File: src/rtl/load_store_unit_pkg.sv
// Shared size codes, FSM state codes and the alignment rule for the load/store unit.
package load_store_unit_pkg;

  localparam logic [1:0] LSU_SZ_B = 2'd0;
  localparam logic [1:0] LSU_SZ_H = 2'd1;
  localparam logic [1:0] LSU_SZ_W = 2'd2;

  localparam logic [1:0] LSU_IDLE = 2'd0;
  localparam logic [1:0] LSU_RD   = 2'd1;
  localparam logic [1:0] LSU_WR   = 2'd2;
  localparam logic [1:0] LSU_RESP = 2'd3;

  // Size code 3 has no legal alignment, so it always reports misaligned.
  function automatic logic lsu_misaligned(input logic [1:0] size, input logic [1:0] offset);
    case (size)
      LSU_SZ_B: lsu_misaligned = 1'b0;
      LSU_SZ_H: lsu_misaligned = offset[0];
      LSU_SZ_W: lsu_misaligned = (offset != 2'b00);
      default:  lsu_misaligned = 1'b1;
    endcase
  endfunction

endpackage

File: src/rtl/load_store_unit_if.sv
// Datapath-side request/response bundle of the load/store unit.
interface load_store_unit_if #(parameter int AW = 32);
  logic          req_valid;
  logic          req_ready;
  logic          req_we;
  logic [1:0]    req_size;
  logic          req_unsigned;
  logic [AW-1:0] req_addr;
  logic [31:0]   req_wdata;
  logic          resp_valid;
  logic [31:0]   resp_rdata;
  logic          resp_err;

  modport master (
    output req_valid, req_we, req_size, req_unsigned, req_addr, req_wdata,
    input  req_ready, resp_valid, resp_rdata, resp_err
  );

  modport slave (
    input  req_valid, req_we, req_size, req_unsigned, req_addr, req_wdata,
    output req_ready, resp_valid, resp_rdata, resp_err
  );
endinterface

File: src/rtl/load_store_unit_lane.sv
// Little-endian byte-lane logic: extracts and extends a load lane, and merges store data into a word.
module lsu_lane
  import load_store_unit_pkg::*;
(
  input  logic [31:0] word,
  input  logic [1:0]  offset,
  input  logic [1:0]  size,
  input  logic        is_unsigned,
  input  logic [31:0] new_data,
  output logic [31:0] ext_data,
  output logic [31:0] merged
);

  logic [4:0]  shamt;
  logic [7:0]  byte_sel;
  logic [15:0] half_sel;

  assign shamt    = {offset, 3'b000};
  assign byte_sel = 8'(word >> shamt);
  assign half_sel = offset[1] ? word[31:16] : word[15:0];

  // NOTE: every output gets a default before the case so no latch is inferred.
  always_comb begin
    ext_data = '0;
    merged   = word;
    case (size)
      LSU_SZ_B: begin
        ext_data = {{24{~is_unsigned & byte_sel[7]}}, byte_sel};
        merged   = (word & ~(32'h0000_00FF << shamt)) | ({24'b0, new_data[7:0]} << shamt);
      end
      LSU_SZ_H: begin
        ext_data = {{16{~is_unsigned & half_sel[15]}}, half_sel};
        merged   = offset[1] ? {new_data[15:0], word[15:0]} : {word[31:16], new_data[15:0]};
      end
      LSU_SZ_W: begin
        ext_data = word;
        merged   = new_data;
      end
      default: ;
    endcase
  end

endmodule

File: src/rtl/load_store_unit.sv
// Load/store sequencer between the datapath and a 1024-word memory with read-modify-write for sub-word stores.
module load_store_unit
  import load_store_unit_pkg::*;
#(
  parameter int AW             = 32,
  parameter int MEM_WORDS_LOG2 = 10
) (
  input  logic                clock,
  input  logic                reset,
  load_store_unit_if.slave    bus,
  output logic                mem_ren,
  output logic                mem_wen,
  output logic [31:0]         mem_addr,
  output logic [31:0]         mem_din,
  input  logic [31:0]         mem_dout
);

  logic [1:0]    state;
  logic          we_q;
  logic [1:0]    size_q;
  logic          uns_q;
  logic [AW-1:0] addr_q;
  logic [31:0]   wdata_q;
  logic [31:0]   rbuf;
  logic          resp_valid_q;
  logic          resp_err_q;
  logic [31:0]   resp_rdata_q;

  logic          accept;
  logic          req_bad;
  logic [31:0]   lane_ext;
  logic [31:0]   lane_merged;

  assign bus.req_ready = reset && (state == LSU_IDLE);
  assign accept        = bus.req_valid && (state == LSU_IDLE);
  assign req_bad       = lsu_misaligned(bus.req_size, bus.req_addr[1:0])
                       || (|bus.req_addr[AW-1:MEM_WORDS_LOG2+2]);

  // Both lane paths operate on the word being read during RD.
  lsu_lane u_lane (
    .word        (mem_dout),
    .offset      (addr_q[1:0]),
    .size        (size_q),
    .is_unsigned (uns_q),
    .new_data    (wdata_q),
    .ext_data    (lane_ext),
    .merged      (lane_merged)
  );

  // NOTE: sequential state uses non-blocking assignments so every flop samples pre-edge values.
  always_ff @(posedge clock or negedge reset) begin
    if (!reset) begin
      state        <= LSU_IDLE;
      we_q         <= 1'b0;
      size_q       <= '0;
      uns_q        <= 1'b0;
      addr_q       <= '0;
      wdata_q      <= '0;
      rbuf         <= '0;
      resp_valid_q <= 1'b0;
      resp_err_q   <= 1'b0;
      resp_rdata_q <= '0;
    end else begin
      resp_valid_q <= 1'b0;
      resp_err_q   <= 1'b0;
      resp_rdata_q <= '0;
      case (state)
        LSU_IDLE: if (accept) begin
          we_q    <= bus.req_we;
          size_q  <= bus.req_size;
          uns_q   <= bus.req_unsigned;
          addr_q  <= bus.req_addr;
          wdata_q <= bus.req_wdata;
          if (req_bad) begin
            state        <= LSU_RESP;
            resp_valid_q <= 1'b1;
            resp_err_q   <= 1'b1;
          end else if (!bus.req_we || bus.req_size != LSU_SZ_W) begin
            state <= LSU_RD;
          end else begin
            state <= LSU_WR;
          end
        end
        LSU_RD: begin
          rbuf <= we_q ? lane_merged : mem_dout;
          if (we_q) begin
            state <= LSU_WR;
          end else begin
            state        <= LSU_RESP;
            resp_valid_q <= 1'b1;
            resp_rdata_q <= lane_ext;
          end
        end
        LSU_WR: begin
          state        <= LSU_RESP;
          resp_valid_q <= 1'b1;
        end
        default: state <= LSU_IDLE;
      endcase
    end
  end

  assign bus.resp_valid = resp_valid_q;
  assign bus.resp_err   = resp_err_q;
  assign bus.resp_rdata = resp_rdata_q;

  // Strobes and address come from state alone, so reset removes them without a clock.
  assign mem_ren  = (state == LSU_RD);
  assign mem_wen  = (state == LSU_WR);
  assign mem_addr = (mem_ren || mem_wen) ? 32'(addr_q[AW-1:2]) : 32'h0;
  assign mem_din  = mem_wen ? ((size_q == LSU_SZ_W) ? wdata_q : rbuf) : 32'h0;

endmodule

File: src/flat_wrapper.sv
// flat-port wrapper written by rule: the top's interface ports become plain ports
module load_store_unit_flat import load_store_unit_pkg::*;
#(
  parameter int AW             = 32,
  parameter int MEM_WORDS_LOG2 = 10
)
  (clock, reset, mem_ren, mem_wen, mem_addr, mem_din, mem_dout, bus_req_valid, bus_req_we, bus_req_size, bus_req_unsigned, bus_req_addr, bus_req_wdata, bus_req_ready, bus_resp_valid, bus_resp_rdata, bus_resp_err);
  load_store_unit_if #(.AW(AW)) bus_i ();
  input  logic clock;
  input  logic reset;
  output logic mem_ren;
  output logic mem_wen;
  output logic [31:0] mem_addr;
  output logic [31:0] mem_din;
  input  logic [31:0] mem_dout;
  input wire logic [$bits(bus_i.req_valid)-1:0] bus_req_valid;
  input wire logic [$bits(bus_i.req_we)-1:0] bus_req_we;
  input wire logic [$bits(bus_i.req_size)-1:0] bus_req_size;
  input wire logic [$bits(bus_i.req_unsigned)-1:0] bus_req_unsigned;
  input wire logic [$bits(bus_i.req_addr)-1:0] bus_req_addr;
  input wire logic [$bits(bus_i.req_wdata)-1:0] bus_req_wdata;
  output wire logic [$bits(bus_i.req_ready)-1:0] bus_req_ready;
  output wire logic [$bits(bus_i.resp_valid)-1:0] bus_resp_valid;
  output wire logic [$bits(bus_i.resp_rdata)-1:0] bus_resp_rdata;
  output wire logic [$bits(bus_i.resp_err)-1:0] bus_resp_err;
  assign bus_i.req_valid = bus_req_valid;
  assign bus_i.req_we = bus_req_we;
  assign bus_i.req_size = bus_req_size;
  assign bus_i.req_unsigned = bus_req_unsigned;
  assign bus_i.req_addr = bus_req_addr;
  assign bus_i.req_wdata = bus_req_wdata;
  assign bus_req_ready = bus_i.req_ready;
  assign bus_resp_valid = bus_i.resp_valid;
  assign bus_resp_rdata = bus_i.resp_rdata;
  assign bus_resp_err = bus_i.resp_err;
  load_store_unit #(.AW(AW), .MEM_WORDS_LOG2(MEM_WORDS_LOG2)) u_core (.clock(clock), .reset(reset), .bus(bus_i), .mem_ren(mem_ren), .mem_wen(mem_wen), .mem_addr(mem_addr), .mem_din(mem_din), .mem_dout(mem_dout));
endmodule
File: config.mk
export PLATFORM = sky130hd
export DESIGN_NAME = load_store_unit_flat
export DESIGN_NICKNAME = d
export VERILOG_FILES = /design/src/rtl/load_store_unit_pkg.sv /design/src/rtl/load_store_unit_if.sv /design/src/rtl/load_store_unit_lane.sv /design/src/rtl/load_store_unit.sv /design/src/flat_wrapper.sv
export SDC_FILE = /design/constraint.sdc
export NUM_CORES = 1
export LEC_CHECK = 0
export CAP_MARGIN = 15
export CORE_MARGIN = 1.5
export CORE_UTILIZATION = 45
export DETAILED_ROUTE_END_ITERATION = 6
export PLACE_DENSITY_LB_ADDON = 0.3
export SLEW_MARGIN = 20
export SYNTH_ARGS = -nofsm -noshare
export SYNTH_HDL_FRONTEND = slang
export SYNTH_SLANG_ARGS = --single-unit
File: constraint.sdc
create_clock -name clock -period 1.6 [get_ports clock]
set_input_delay 0.32 -clock clock [delete_from_list [all_inputs] [get_ports clock]]
set_output_delay 0.32 -clock clock [all_outputs]
set_load 0.02 [all_outputs]
==> reports/qor.csv, run 1 <==
stage;metric;value;unit
outcome;result of the run;finished with violations;
outcome;failing checks;design-rule violations, negative setup slack;
synth;fraction of the mapped netlist area in simple logic gates;11.64;%
critical_path;cell chain of the critical path;buf_6, nand2b_4, clkbuf_16, nand2_1, a21boi_2, buf_4;
grt;pin count of the biggest net entering global routing;137;
cells_and_area;most common cell after layout, fill and taps aside;dfrtp_1;
grt;number of global-route vias before repair;7525;
cts;clock input transition at the sequential cells of the worst setup and hold paths;60;ps
timing;unrepaired setup endpoints after global routing;true;
timing;Worst Slack Setup Final;-684.0;ps
synth;average cell area after synthesis;10.20;um2
placed_design;total instance count after detailed placement;1217;
cts;cts hold-fix bufs;0;
synth;share of flip-flops with an asynchronous set or reset;100.0;%
cts;later-pin clock latency in the skew report;420;ps
timing;Final Max Tran Viols;0;
run;Max-cap violations;0;
synth;number of enable flip-flop cells after synthesis;0;
synth;post-synthesis xor/xnor area fraction;0;%
grt;global-route wire length before repair;41800;um
cts;clock root buffer;clkbuf_16;
cells_and_area;most used cells in the layout excluding fill and tap cells;dfrtp_1 (133), clkdlybuf4s50_1 (101), mux2_2 (100), nand2_1 (91), buf_4 (85);
critical_path;kind of capture point of the worst setup path;output port;
critical_path;largest fanout of any net on the critical path;7;
die;Initial Util;46.52;%
drt;initial drt markers;967;
placed_design;GP Congestion;0.8589;
synth;combined area of all synthesized cells;7796;um2
synth;sequential element share of the synthesized area;43.65;%
grt;gr usage total;30.14;%
cells_and_area;number of standard cells in the layout, taps in and fillers out;1291;
die;floorplan die width;134.6;um
synth;most used flip-flop cell after synthesis;dfrtp_1;
cells_and_area;Core Util, Final;77.38;%
cts;TritonCTS sink count;136;
drt;drt pass-1 iters;7;
synth;dominant combinational cell family by area after synthesis;multiplexers;
critical_path;Critical Path Source Type;flip-flop;
timing;setup skew after layout;7.330;ps
cts;total clock buffers created by CTS;17;
synth;Cell variety after synth;45;
critical_path;Max stage delay cell, worst path;dfrtp_1;
cts;clock tree from TritonCTS;built;
timing;Hold Violations, Final;0;
synth;area fraction in compound gates after synthesis;17.43;%
synth;fraction of synthesized area in multiplexers;21.12;%
pwr;standby leakage power;5.791;nW
drt;via total after detailed routing;8029;
grt;global routing's busiest layer;met2;
grt;met1 capacity usage during global routing;39.40;%
synth;register bit count reported by yosys;136;
timing;# setup viols final;112;
grt;met2 usage in global routing;47.12;%
synth;Yosys warnings;0;
cells_and_area;area added between synthesis and finish;66.35;%
critical_path;data required time of the worst path;1280;ps
worst_hold_path;class of the tightest hold or removal check;in2async;
die;area of the die;18120;um2
pwr;worst-case vdd ir drop;0.001496;V
grt;total overflow reported by the global router;0;
placed_design;DPL Wire Length;17820;um
cts;Clock H-tree levels;4;
placed_design;count of input and output buffers;201;
timing;post-route fraction of the period consumed by the critical path;142.7;%
synth;post-synthesis cell count;764;
grt;initial antenna violation count;1;
synth;adder-cell share of the synthesized area;0.6420;%
critical_path;worst stage delay on the critical path;430;ps
drt;remaining routing DRC violations;1;
grt;global routing usage on met3;7.245;%
drt;overall routed net length;31690;um
die;die boundary height;134.6;um
timing;highest clock frequency the design can meet;437.8;MHz
cts;Max clock buf depth;2;
pwr;PwrDens;2354;nW/um2
drt;remaining antenna violation count;0;
cells_and_area;net count reported at finish;1165;
die;count of boundary I/O pins;204;
drt;average via count per standard cell;6.219;
critical_path;critical path class;reg2out;
timing;Min Clock Period, post-route;2284;ps
drt;routed wire length per instance;24.54;um
cells_and_area;ratio of cells with drive above 1 in the final layout;48.97;%
die;number of placement rows;47;
timing;transition time of the tightest slew-check pin;721.1;ps
critical_path;arrival time of data at the critical path endpoint;1960;ps
die;core area;16760;um2
timing;max-slew headroom at the worst pin;51.93;%
[worst max-delay path: cells and delay by family, from the launching register on]
kind	cells	cell delay, ps
buffers and inverters	3	540
AOI/OAI and AO/OA	1	320
DFF	1	430
and+or+nand+nor	2	250
[cell type report]
class | count | area (um2)
fillers | 1004 | 3791
flip-flops and latches | 136 | 3407
diodes | 1 | 2.502
multi-input cells | 549 | 4910
well taps | 220 | 275.3
clock buffers | 20 | 456.7
inverters | 15 | 56.30
clock inverters | 11 | 101.3
repair buffers | 339 | 3760
[cell families after synthesis]
logic type	count (synthesis)
AND/OR/NAND/NOR	205
AO/OA/AOI/OAI	199
multiplexers	139
flip-flops	136
buffers and inverters	80
adder cells (fa/ha/maj)	4
other	1
[flip-flops by register name, indices dropped and copies added (netlist names)]
name,count
u_core.rbuf,32
u_core.state,2
u_core.bus.resp_rdata,32
u_core.addr_q,32
u_core.wdata_q,32
u_core.bus.resp_err,1
u_core.bus.resp_valid,1
u_core.we_q,1
u_core.uns_q,1
u_core.size_q,2
[synth_stat cells (23+ instances only)]
library cell	number	area share (%)
a21boi_0	32	3.1
a21oi_1	44	2.8
and2_1	32	2.6
buf_2	32	2.1
clkbuf_1	23	1.1
dfrtp_1	136	44
mux2_2	101	15
mux2i_1	25	3.2
nand2_1	119	5.7
nor2_1	32	1.5
o21ai_0	41	2.6
o22ai_1	24	1.9
[repair_timing]
action	in CTS	in global routing
gates resized for setup	480	153
gates cloned	7	13
pin swaps	7	37
setup endpoints to repair	195	200
setup buffers	13	14
[path summary, 6_finish.rpt]
check,slack [ps],startpoint,to,cells past startpoint
max,-680,u_core.size_q[1],mem_din[15],6
min,70,reset,u_core.bus.resp_rdata[17],2
max reg2reg,-280,u_core.state[0],u_core.state[0],7
min reg2reg,510,u_core.addr_q[29],u_core.addr_q[29],1
max in group asynchronous,990,reset,u_core.addr_q[0],2
min in group clock,500,bus_req_wdata[30],u_core.wdata_q[30],2
[per-stage QoR]
step	hold WS [ps]	power, mW	setup WS [ps]	TNS (ps)	cell area (um2)
CTS	91.25	26.78	-373.8	-23730	11960
global placement	478.9	20.67	-452.2	-31370	10870
floorplan	24.41	15.09	-74.22	-1790	8055
detailed placement	485.9	20.94	-458.7	-34450	10870
global route	119.5	31.66	-689.5	-35450	12970
finish	71.02	30.52	-684.0	-31570	12970
[power by group]
group / internal, mW / switching [mW] / total, mW / leakage (nW)
combinational: 10.5 / 10.2 / 20.7 / 3.88
sequential: 4.92 / 1.16 / 6.09 / 1.65
clock: 2.21 / 1.55 / 3.75 / 0.264
[per-layer routing]
metal,part of all wire [%],vias up
li1,-,3345
met5,0,-
met1,36,3874
met4,6.6,0
met2,45,625
met3,12,185
No activity file was read; power rests on OpenSTA's default activity.
==> inputs of run 2 (changes only) <==
- ABC_CLOCK_PERIOD_IN_PS: default -> 1600
- TNS_END_PERCENT: default -> 10
==> reports/qor.csv, run 2 (synthesis results as in run 1) <==
stage;metric;value;unit;change
die;number of placement rows;47;;unchanged
grt;global-route wire length before repair;39460;um;-5.6%
die;Initial Util;46.52;%;unchanged
timing;Hold Violations, Final;0;;unchanged
pwr;standby leakage power;5.378;nW;-7.1%
critical_path;Most common cell on crit path;buf_12;;
run;Max-cap violations;0;;unchanged
critical_path;cell chain of the critical path;nor2b_4, buf_12, buf_12, nand2_1, a21boi_4, buf_6;;
critical_path;arrival time of data at the critical path endpoint;1740;ps;-220 ps
cts;later-pin clock latency in the skew report;430;ps;about the same
outcome;failing checks;negative setup slack;;
die;die boundary height;134.6;um;unchanged
timing;Final Max Tran Viols;0;;unchanged
critical_path;Critical Path Source Type;flip-flop;;
placed_design;minimum setup slack after placement;-453.2;ps;+5.565 ps
grt;pin count of the biggest net entering global routing;137;;unchanged
drt;drt pass-1 iters;7;;unchanged
critical_path;data required time of the worst path;1280;ps;about the same
grt;gr usage total;28.62;%;-1.5 points
timing;setup skew after layout;8.156;ps;+0.8265 ps
cts;total clock buffers created by CTS;17;;unchanged
cells_and_area;net count reported at finish;1142;;-2.0%
die;floorplan die width;134.6;um;unchanged
drt;average via count per standard cell;5.728;;-7.9%
cells_and_area;ratio of cells with drive above 1 in the final layout;41.22;%;-7.8 points
cts;clock tree from TritonCTS;built;;
placed_design;count of input and output buffers;201;;unchanged
die;area of the die;18120;um2;unchanged
timing;highest clock frequency the design can meet;486.5;MHz;+11%
timing;transition time of the tightest slew-check pin;742.8;ps;+21.71 ps
cells_and_area;number of antenna cells inserted;0;;-1
pwr;worst-case vdd ir drop;0.001524;V;+1.9%
cells_and_area;number of filler instances in the final layout;1204;;+20%
cts;clock root buffer;clkbuf_16;;
drt;via total after detailed routing;7263;;-9.5%
timing;Worst Hold Slack;45.49;ps;-25.53 ps
timing;# setup viols final;116;;+3.6%
critical_path;worst stage delay on the critical path;430;ps;about the same
pwr;PwrDens;2274;nW/um2;-3.4%
worst_hold_path;class of the tightest hold or removal check;in2async;;
die;core area;16760;um2;unchanged
cts;Clock H-tree levels;4;;unchanged
critical_path;critical path class;reg2out;;
drt;overall routed net length;26590;um;-16%
drt;initial drt markers;653;;-32%
cts;TritonCTS sink count;136;;unchanged
cells_and_area;most common cell after layout, fill and taps aside;dfrtp_1;;
drt;remaining antenna violation count;0;;unchanged
critical_path;kind of capture point of the worst setup path;output port;;
drt;remaining routing DRC violations;0;;-1
timing;post-route fraction of the period consumed by the critical path;128.5;%;-14 points
drt;routed wire length per instance;20.97;um;-15%
critical_path;Max stage delay cell, worst path;dfrtp_2;;
die;count of boundary I/O pins;204;;unchanged
cells_and_area;Final Cell Area;11880;um2;-8.4%
placed_design;DPL Wire Length;17700;um;-0.64%
placed_design;total instance count after detailed placement;1220;;+0.25%
outcome;result of the run;finished with violations;;
pwr;Total Power;27.01;mW;-12%
grt;initial antenna violation count;0;;-1
grt;total overflow reported by the global router;0;;unchanged
placed_design;GP Congestion;0.8874;;+3.3%
placed_design;Placed Instance Area;10840;um2;-0.25%
timing;Worst Slack Setup Final;-455.3;ps;+228.6 ps
cells_and_area;area added between synthesis and finish;52.34;%;
timing;Min Clock Period, post-route;2055;ps;-228.6 ps
timing;unrepaired setup endpoints after global routing;true;;
cells_and_area;most used cells in the layout excluding fill and tap cells;dfrtp_1 (134), mux2_2 (101), clkdlybuf4s50_1 (101), nand2_1 (99), buf_4 (98);;
cells_and_area;number of standard cells in the layout, taps in and fillers out;1268;;-1.8%
cts;Max clock buf depth;2;;unchanged
critical_path;largest fanout of any net on the critical path;6;;-1
cts;clock input transition at the sequential cells of the worst setup and hold paths;60;ps;about the same
timing;max-slew headroom at the worst pin;50.48;%;-1.4 points
grt;number of global-route vias before repair;7117;;-5.4%
## run 2: cell count changes in the layout (fill, tap and decap cells not counted), sizes merged
cell      delta
buf         -11
bufbuf       -1
bufinv       +1
clkbuf      -13
clkinv       -3
clkinvlp     -1
diode        -1
inv          +6
## run 2: timing repair
item,in CTS,in global routing
setup endpoints to repair,218,190
buffers inserted,6,6
gates cloned,3,2
resized for setup,412,89
pin swaps,3,15
hold buffers,0,0
## run 2: path summary, 6_finish.rpt
kind,startpoint,endpoint,slack [ps],cells after the start
worst max register to register,u_core.size_q[0],u_core.rbuf[29],-310,5
worst min-delay path,reset,u_core.bus.resp_rdata[30],50,2
max in group asynchronous,reset,u_core.addr_q[1],970,2
worst max-delay path,u_core.size_q[0],mem_din[14],-460,6
worst min register to register,u_core.addr_q[17],u_core.addr_q[17],500,1
min in group clock,bus_req_addr[4],u_core.addr_q[4],500,2
## run 2: per-layer routing
metal,up-vias,share of wire [%],global-route usage [%]
li1,3290,-,-
met1,3476,41,37.78
met2,425,46,44.25
met3,72,10,8.446
met4,0,3.4,11.65
met5,-,0,0
## run 2: report_power, final
group	total (mW)	internal, mW	switching, mW
Clock	4.02	2.37	1.65
Combinational	17.0	8.56	8.47
Sequential	5.96	4.92	1.05
## run 2: worst max-delay path: cells and delay by family (launching register included)
kind                   cells  cell delay, ps
DFF                        1             430
and+or+nand+nor            2             330
AOI/OAI and AO/OA          1             140
buffers and inverters      3             410
## run 2: layout make-up
| class | count | area (um2) | share of cell area, % |
|---|---|---|---|
| Tap cell | 220 | 275.3 | 2.318 |
| Timing Repair Buffer | 316 | 3174 | 26.73 |
| Clock buffer | 18 | 439.2 | 3.698 |
| Multi-Input combinational cell | 549 | 4364 | 36.75 |
| Clock inverter | 14 | 161.4 | 1.359 |
| Sequential cell | 136 | 3406 | 28.68 |
| Inverter | 15 | 56.30 | 0.4741 |
## run 2: metrics by stage
step	util, %	setup TNS (ps)
2_1_floorplan	-	-2410
3_3_place_gp	64.70	-32790
3_5_place_dp	64.70	-36720
4_1_cts	69.21	-30850
5_1_grt	70.86	-38300
6_report	70.86	-30880
==> inputs of run 3 (changes only) <==
- GPL_TIMING_DRIVEN: default -> 0
==> reports/qor.csv, run 3 (synthesis results as in run 1) <==
stage;metric;value;unit;change
drt;drt pass-1 iters;6;;-1
cts;clock root buffer;clkbuf_16;;
cells_and_area;number of standard cells in the layout, taps in and fillers out;1239;;-2.3%
worst_hold_path;class of the tightest hold or removal check;in2async;;
cells_and_area;number of antenna cells inserted;0;;unchanged
timing;transition time of the tightest slew-check pin;538.6;ps;-204.3 ps
critical_path;Most common cell on crit path;buf_6;;
grt;total overflow reported by the global router;0;;unchanged
timing;Final Max Tran Viols;0;;unchanged
critical_path;critical path class;reg2out;;
drt;via total after detailed routing;7448;;+2.5%
critical_path;Critical Path Source Type;flip-flop;;
cells_and_area;ratio of cells with drive above 1 in the final layout;39.55;%;-1.7 points
timing;unrepaired setup endpoints after global routing;true;;
pwr;standby leakage power;5.304;nW;-1.4%
cells_and_area;Core Util, Final;70.80;%;about the same
drt;average via count per standard cell;6.011;;+4.9%
critical_path;worst stage delay on the critical path;350;ps;-80 ps
placed_design;count of input and output buffers;201;;unchanged
cells_and_area;number of filler instances in the final layout;1212;;+0.66%
cts;later-pin clock latency in the skew report;430;ps;about the same
cells_and_area;register area;3407;um2;about the same
placed_design;minimum setup slack after placement;-933.6;ps;-480.4 ps
timing;post-route fraction of the period consumed by the critical path;131.2;%;+2.7 points
die;count of boundary I/O pins;204;;unchanged
critical_path;largest fanout of any net on the critical path;8;;+2
pwr;Total Power;27.48;mW;+1.7%
critical_path;data required time of the worst path;1280;ps;about the same
die;number of placement rows;47;;unchanged
timing;setup skew after layout;5.870;ps;-2.286 ps
cts;clock input transition at the sequential cells of the worst setup and hold paths;60;ps;about the same
grt;initial antenna violation count;0;;unchanged
timing;# setup viols final;93;;-20%
cells_and_area;area added between synthesis and finish;52.21;%;about the same
grt;pin count of the biggest net entering global routing;71;;-48%
grt;number of global-route vias before repair;7476;;+5.0%
cts;Clock H-tree levels;4;;unchanged
die;Initial Util;46.52;%;unchanged
cells_and_area;Final Cell Area;11870;um2;about the same
placed_design;total instance count after detailed placement;1187;;-2.7%
run;Max-cap violations;0;;unchanged
placed_design;DPL Wire Length;18620;um;+5.2%
drt;overall routed net length;27630;um;+3.9%
drt;remaining routing DRC violations;0;;unchanged
placed_design;Placed Instance Area;10290;um2;-5.1%
outcome;failing checks;negative hold slack, negative setup slack;;
grt;global-route wire length before repair;41550;um;+5.3%
die;area of the die;18120;um2;unchanged
critical_path;arrival time of data at the critical path endpoint;1780;ps;+40 ps
cts;Max clock buf depth;2;;unchanged
drt;remaining antenna violation count;0;;unchanged
cells_and_area;most used cells in the layout excluding fill and tap cells;dfrtp_1 (133), clkdlybuf4s50_1 (101), nand2_1 (100), mux2_2 (100), buf_6 (57);;
cells_and_area;multi-input logic area;4532;um2;+3.8%
die;floorplan die width;134.6;um;unchanged
pwr;PwrDens;2316;nW/um2;+1.8%
timing;max-slew headroom at the worst pin;64.10;%;+14 points
cts;TritonCTS sink count;136;;unchanged
critical_path;Max stage delay cell, worst path;dfrtp_1;;
die;core area;16760;um2;unchanged
cells_and_area;net count reported at finish;1113;;-2.5%
drt;routed wire length per instance;22.30;um;+6.3%
timing;summed negative setup slack over all endpoints;-24740;ps;+6141 ps
die;die boundary height;134.6;um;unchanged
placed_design;GP Congestion;0.9513;;+7.2%
timing;Worst Hold Slack;-234.8;ps;-280.3 ps
timing;Min Clock Period, post-route;2099;ps;+43.97 ps
pwr;worst-case vdd ir drop;0.001415;V;-7.2%
grt;gr usage total;29.97;%;+1.4 points
critical_path;kind of capture point of the worst setup path;output port;;
outcome;result of the run;finished with violations;;
cts;total clock buffers created by CTS;17;;unchanged
timing;Hold Violations, Final;67;;+67
timing;Worst Slack Setup Final;-499.3;ps;-43.97 ps
cts;clock tree from TritonCTS;built;;
critical_path;cell chain of the critical path;buf_6, nor2b_4, buf_12, buf_8, nand2_2, a21boi_4, buf_6;;
drt;initial drt markers;662;;+1.4%
timing;highest clock frequency the design can meet;476.3;MHz;-2.1%
cells_and_area;most common cell after layout, fill and taps aside;dfrtp_1;;
[run 3: cell types whose count changed in the layout (fill, tap and decap cells not counted), sizes merged]
cell,previous run,this run
bufinv,2,3
buf,180,132
inv,21,16
clkbuf,19,41
dlygate4sd2,34,35
[run 3: cell type report]
| cell class | count | share of cell area [%] |
|---|---|---|
| Multi-Input combinational cell | 549 | 38.19 |
| Sequential cell | 136 | 28.71 |
| Timing Repair Buffer | 222 | 18.93 |
| Buffer | 65 | 6.253 |
| Clock buffer | 22 | 3.912 |
| Tap cell | 220 | 2.320 |
| Clock inverter | 10 | 1.213 |
| Inverter | 15 | 0.4745 |
[run 3: power breakdown]
group          internal (mW)  switching (mW)
Combinational           8.49            8.53
Sequential              4.91            1.46
Clock                   2.54            1.55
Total                   15.9            11.5
[run 3: routing by layer]
metal  part of all wire (%)  global-route usage [%]  wire length, um
met5                      0                       0                0
met4                    5.2                   15.17             1423
met3                    9.9                   7.583             2745
met2                     46                   46.72            12690
met1                     39                   38.82            10760
[run 3: final timing paths]
kind                       depth (start not counted)                         to  slack, ps              from
setup / recovery                                   7                mem_din[12]       -500  u_core.size_q[1]
hold / removal                                     1  u_core.bus.resp_rdata[22]       -230             reset
setup reg to reg                                   7            u_core.state[0]       -230   u_core.state[1]
hold reg to reg                                    1           u_core.addr_q[7]        500  u_core.addr_q[7]
max in group asynchronous                          2            u_core.state[0]       1150             reset
min in group clock                                 2           u_core.addr_q[4]        500   bus_req_addr[4]
[run 3: critical path: cells and delay by family, from the launching register on]
kind            cells  cell delay [ps]
simple gates        2              240
buf+inv             4              570
flops               1              350
compound gates      1              190
[run 3: repair_timing]
item                       in CTS  in global routing
pin swaps                      24                 12
cloned                          3                  2
hold endpoints to repair       67                 67
gates resized for setup       479                155
setup endpoints to repair     234                188
buffers inserted               14                  1
